==> src/rtl/mem_arbiter.sv <==
// Two-port arbiter/sequencer for the single-ported data memory: fetch (read-only)
// and load/store share the memory through a fixed IDLE -> ISSUE -> RESP sequence.
module mem_arbiter #(
    parameter int unsigned STARVE_LIMIT = 4
) (
    input  logic        clk,
    input  logic        resetn,
    input  logic        if_req,
    input  logic [31:0] if_addr,
    output logic        if_ack,
    output logic [31:0] if_rdata,
    output logic        if_err,
    input  logic        ls_req,
    input  logic [31:0] ls_addr,
    input  logic [3:0]  ls_wstrb,
    input  logic [31:0] ls_wdata,
    output logic        ls_ack,
    output logic [31:0] ls_rdata,
    output logic        ls_err,
    output logic        mem_en,
    output logic [7:0]  mem_addr,
    output logic [3:0]  mem_wen,
    output logic [31:0] mem_wdata,
    input  logic [31:0] mem_rdata,
    output logic        grant
);

    localparam logic [3:0] LIMIT = 4'(STARVE_LIMIT);

    typedef enum logic [1:0] {
        IDLE,
        ISSUE,
        RESP
    } state_t;

    state_t      state_q, state_d;
    logic        grant_q, grant_d;
    logic [7:0]  addr_q, addr_d;
    logic [3:0]  wen_q, wen_d;
    logic [31:0] wdata_q, wdata_d;
    logic        err_q, err_d;
    logic [3:0]  starve_q, starve_d;
    logic        pick_ls;
    logic        rd_ok;

    // Byte offset within the word is the requester's concern.
    logic unused_addr_bits;
    assign unused_addr_bits = ^{if_addr[1:0], ls_addr[1:0]};

    always_ff @(posedge clk or negedge resetn) begin
        if (!resetn) begin
            state_q  <= IDLE;
            grant_q  <= 1'b0;
            addr_q   <= '0;
            wen_q    <= '0;
            wdata_q  <= '0;
            err_q    <= 1'b0;
            starve_q <= '0;
        end else begin
            state_q  <= state_d;
            grant_q  <= grant_d;
            addr_q   <= addr_d;
            wen_q    <= wen_d;
            wdata_q  <= wdata_d;
            err_q    <= err_d;
            starve_q <= starve_d;
        end
    end

    always_comb begin
        state_d  = state_q;
        grant_d  = grant_q;
        addr_d   = addr_q;
        wen_d    = wen_q;
        wdata_d  = wdata_q;
        err_d    = err_q;
        starve_d = starve_q;
        pick_ls  = ls_req && !(if_req && starve_q == LIMIT);
        unique case (state_q)
            IDLE: begin
                if (if_req || ls_req) begin
                    state_d = ISSUE;
                    grant_d = pick_ls;
                    if (pick_ls) begin
                        addr_d  = ls_addr[9:2];
                        wen_d   = ls_wstrb;
                        wdata_d = ls_wdata;
                        err_d   = |ls_addr[31:10];
                    end else begin
                        addr_d  = if_addr[9:2];
                        wen_d   = '0;
                        wdata_d = '0;
                        err_d   = |if_addr[31:10];
                    end
                    // Count only load/store wins that left fetch waiting.
                    if (pick_ls && if_req)
                        starve_d = (starve_q == LIMIT) ? LIMIT : starve_q + 4'd1;
                    else
                        starve_d = '0;
                end
            end
            ISSUE:   state_d = RESP;
            RESP:    state_d = IDLE;
            default: state_d = IDLE;
        endcase
    end

    assign rd_ok = !err_q && (wen_q == 4'b0000);

    always_comb begin
        mem_en    = 1'b0;
        mem_addr  = '0;
        mem_wen   = '0;
        mem_wdata = '0;
        if_ack    = 1'b0;
        if_rdata  = '0;
        if_err    = 1'b0;
        ls_ack    = 1'b0;
        ls_rdata  = '0;
        ls_err    = 1'b0;
        if (state_q == ISSUE) begin
            mem_en    = !err_q;
            mem_addr  = addr_q;
            mem_wen   = err_q ? 4'b0000 : wen_q;
            mem_wdata = wdata_q;
        end
        // Read data is taken straight from the memory in its valid cycle.
        if (state_q == RESP) begin
            if (grant_q) begin
                ls_ack   = 1'b1;
                ls_err   = err_q;
                ls_rdata = rd_ok ? mem_rdata : '0;
            end else begin
                if_ack   = 1'b1;
                if_err   = err_q;
                if_rdata = rd_ok ? mem_rdata : '0;
            end
        end
    end

    assign grant = grant_q;

endmodule
==> config.mk <==
export PLATFORM = sky130hd
export DESIGN_NAME = mem_arbiter
export DESIGN_NICKNAME = d
export VERILOG_FILES = /design/src/rtl/mem_arbiter.sv
export SDC_FILE = /design/constraint.sdc
export NUM_CORES = 1
export LEC_CHECK = 0
export CORE_AREA = 2 2 98 100
export CTS_CLUSTER_SIZE = 40
export DETAILED_ROUTE_END_ITERATION = 12
export DIE_AREA = 0 0 100 102
export PLACE_DENSITY = 0.81
export SYNTH_ARGS = -nofsm -noshare
export SYNTH_HDL_FRONTEND = slang
export SYNTH_SLANG_ARGS = --single-unit
==> constraint.sdc <==
create_clock -name clk -period 4.5 [get_ports clk]
set_input_delay 1.35 -clock clk [delete_from_list [all_inputs] [get_ports clk]]
set_output_delay 1.35 -clock clk [all_outputs]
set_load 0.05 [all_outputs]
# Word level (Yosys, flattened, before mapping)
# Cells that the tools add are included.
# Widths: inputs -> output; s select.
totals:
  reg_bits: 52
  in_bits: 136
  out_inout_bits: 114
  word_cells: 50
classes:
  addsub: 1
  eq_ne: 4
  mux: 26
  n_reduce_logical: 12
ops:
  columns: ["cell", "count"]
  rows:
  - ["$mux 32", 7]
  - ["$reduce_or 22->1", 2]
  - ["$mux 4", 5]
  - ["$mux 8", 2]
  - ["$mux 1", 10]
  - ["$add 4x1->4 const B", 1]
  - ["$eq 4x3->1 const B", 1]
  - ["$logic_and 1x1->1", 4]
  - ["$logic_not 4->1", 1]
  - ["$pmux 2 s2", 1]
  - ["$eq 2x1->1 const B", 1]
  - ["$eq 2x2->1 const B", 1]
  - ["$logic_not 1->1", 2]
  - ["$logic_not 2->1", 1]
  - ["$mux 2", 1]
  - ["$ne 2x2->1 const B", 1]
  - ["$reduce_and 2->1", 1]
  - ["$logic_or 1x1->1", 1]

# Depth between registers and ports, before layout
depth:
  ltp_word: 6
  ltp_mapped: 7
  mapped_depth_nobuf: 6

# Worst setup path before layout
# No wires, ideal clock.
synth_path:
  path_kind: "register -> output"
  startpoint: "register grant_q (netlist: grant)"
  endpoint: "output if_rdata[10]"
  t_arrival_ps: 2292
  required_time_ps: 3150
  setup_slack_ps: 858
  path_stages_with_launch: 5
  path_buffers: 1
  path_cell_list: "dfrtp_1 -> nor3b_2 -> and3_1 -> clkbuf_2 -> and2_1"
synth_between:
  elab_chain_cells: 2
synth_lines:
  columns: ["item", "line_no", "text"]
  rows:
  - ["start, declared", "37", "logic grant_q, grant_d;"]
  - ["start signal, assigned", "61", "grant_q <= grant_d;"]
  - ["$mux 32", "129", "if (grant_q) begin"]
  - ["$mux 32", "128", "if (state_q == RESP) begin"]
  - ["end, declared", "11", "output logic [31:0] if_rdata,"]
# Every way passes these cells.

# Worst setup path in the final report
layout_path:
  startpoint: "register state_q[1]"
  endpoint: "output if_rdata[1]"
layout_between:
  elab_chain_cells: 2
layout_lines:
  columns: ["item", "line_no", "text"]
  rows:
  - ["start, declared", "36", "state_t state_q, state_d;"]
  - ["start signal, assigned", "60", "state_q <= state_d;"]
  - ["$eq 2x2->1", "128", null]
  - ["$mux 32", "128", null]
# Every way passes these cells.

==> run metrics <==
status completed; Synth area leaders dfrtp_1 (44%), and2_1 (23%), a22o_2 (9.5%); share of flip-flops with an asynchronous set or reset 1.00; # rows 35; MaxCap Viol Count 0; WL/cell ~17 microns; hold crit path type reg -> reg; routability cong. 0.913; most frequent cells in the layout clkdlybuf4s50_1 (238), and2_1 (110), dfrtp_1 (52), a22o_2 (28), nand2_1 (19); synth unique cells 35; Routed Antenna Nets 0; global-route wire length before repair between 15,000 and 20,000 microns; share of layout cells above drive strength 1 0.103; worst skew pair latency approximately 0.30 ns; global route overflow 0; post-CTS setup repair buffer count 0; f_max about 240 MHz; M1 WL a little over 4000 microns; NetSw ~1.3 mW; Seq pwr share 0.295; WP data arrival a little under 3 ns; drt pass-1 iters 4; Final #Nets between 600 and 700; # setup viols final 0; WL final roughly 11,000 microns; P_int approximately 1.5 mW; Clk network pwr share 0.102; CTS resizes 0; PortBufs between 200 and 250; VDD IR-drop max 0.253 mV; worst slew pin tran between 0.8 and 0.9 ns; clock sink count 52; Final period util 0.945; ys flop type dfrtp_1; Setup CP Type reg -> out; I/O pin total 250; post-synth top area cell dfrtp_1; most common cell after layout, fill and taps aside clkdlybuf4s50_1; post-DP HPWL 8780 microns; total track usage 0.204; DIE HEIGHT slightly above 100 microns; RSZ-0062 raised after global routing false; die area 10,200 sq um; type of origin of the critical path register; Worst-path clk slew 0.09 ns; initial antenna violation count 4; number of global-route vias before repair between 3,000 and 4,000; Net Sw Frac 0.461; fin crit period between 4 and 5 ns; Max FO, Critical Path 32; design area between 5000 and 6000 sq um; hold-fix buffer count after cts 0; DP Area around 5500 sq um; Vias approximately 3,100; Core ar. between 9000 and 10,000 sq um; area fraction of the dominant cell type after synthesis 0.441; Root Buffer clkbuf_8; Cell Pwr Density approximately 500 nW/um^2; syn avg cell area just under 10 sq um; DRC 0; Starting DRT DRC Count 100; leakage 2.29 nW; Die Span X ~100 microns; CTS Buf Count 5; CTS max path bufs 2; H-tree depth 2; Ys Warns 0; largest net degree at the start of global routing 33; Final Hold Fails 0; Layout area overhead 88.2%; Top Metal Used met5; Comb power frac 0.603; Synthesized Nets about 440; WL met3 around 760 microns; Synth Cell Area 2950 sq um; Setup crit end kind output pin; Rel. slew slack 0.460; WL met2 between 5000 and 6000 microns; number of synthesized flops with an enable pin 0; sequential share of the synthesized area 0.441; Required @ worst endpoint between 3 and 4 ns; final max-slew violation count 0; final clock skew 0.0111 ns; setup_tns 0 ns; initial core utilization 0.324; CTS tree yes; flops & latches, synth 52; Syn Inst Count approximately 300; Vias/cell ~4.8
-- sequential cells by signal, summed over array words and instances (netlist names) --
register,cells
addr_q,8
err_q,1
grant,1
starve_q,4
state_q,2
wdata_q,32
wen_q,4
-- layer usage --
layer / vias up / track usage
met5: - / 0
met4: 2 / 0.0896
met3: 22 / 0.0520
met2: 136 / 0.374
met1: 1442 / 0.225
li1: 1527 / -
-- worst paths after layout --
kind	start	endpoint	slack, ns	depth (start not counted)
setup / recovery	state_q[1]	if_rdata[1]	0.25	4
hold / removal	wdata_q[17]	wdata_q[17]	0.50	1
setup reg to reg	starve_q[0]	wdata_q[11]	2.51	7
hold reg to reg	wdata_q[17]	wdata_q[17]	0.50	1
max in group asynchronous	resetn	addr_q[1]	2.69	2
min in group asynchronous	resetn	wdata_q[24]	1.01	1
-- worst max-delay path, stage by stage (launching register included) --
cell             delay [ns]
dfrtp_1                0.46
nor3b_2                0.34
and3_1                 0.75
and2_1                 0.25
clkdlybuf4s50_1        0.81
-- cells in the mapped netlist (3+ instances only) --
| master | instances |
|---|---|
| o21ai_0 | 3 |
| dfrtp_1 | 52 |
| nor4_1 | 10 |
| inv_1 | 3 |
| nor2_1 | 13 |
| a31oi_1 | 9 |
| nand2_1 | 19 |
| clkbuf_2 | 6 |
| nor3_1 | 3 |
| buf_6 | 3 |
| and2_1 | 110 |
| nand3_1 | 3 |
| a22o_1 | 8 |
| clkbuf_1 | 5 |
| buf_2 | 4 |
| a22o_2 | 28 |
| nand4_1 | 5 |
-- power groups by stage --
| stage | Clock [mW] | Sequential (mW) | Combinational [mW] |
|---|---|---|---|
| 5_1_grt | 0.313 | 0.850 | 1.77 |
| 3_3_place_gp | 0 | 0.817 | 1.66 |
| 3_5_place_dp | 0 | 0.832 | 1.69 |
| 6_report | 0.284 | 0.822 | 1.68 |
| 4_1_cts | 0.298 | 0.823 | 1.70 |
| 2_1_floorplan | 0 | 0.805 | 1.13 |
-- logic make-up (layout without fill, tap and decap cells) --
kind of cell               Yosys count  after routing  share of synthesized area
other                                0              3                          0
and+or+nand+nor                    172            172                      0.343
DFF                                 52             52                      0.441
buffers and inverters               24            261                     0.0466
AOI/OAI and AO/OA                   55             55                      0.162
adders and majority gates            2              2                    0.00848
-- per-stage QoR --
| stage | setup WS (ns) | power, mW | cells | utilization | hold slack [ns] |
|---|---|---|---|---|---|
| CTS | 0.244 | 2.82 | 653 | 0.609 | 0.509 |
| global placement | 0.379 | 2.48 | 646 | 0.598 | 0.480 |
| global route | 0.0218 | 2.94 | 656 | 0.610 | 0.517 |
| floorplan | 0.858 | 1.94 | 305 | - | 0.464 |
| detailed placement | 0.369 | 2.52 | 646 | 0.598 | 0.483 |
| finish | 0.249 | 2.79 | 656 | 0.610 | 0.504 |
-- cell type report --
class / count / area, sq um
Inverter: 4 / 15.0
Timing Repair Buffer: 250 / 2470
Sequential cell: 52 / 1300
Multi-Input combinational cell: 229 / 1530
Tap cell: 111 / 139
Antenna cell: 3 / 7.51
Clock buffer: 7 / 96.3
Fill cell: 779 / 3550
(Power assumes the default switching activity.)
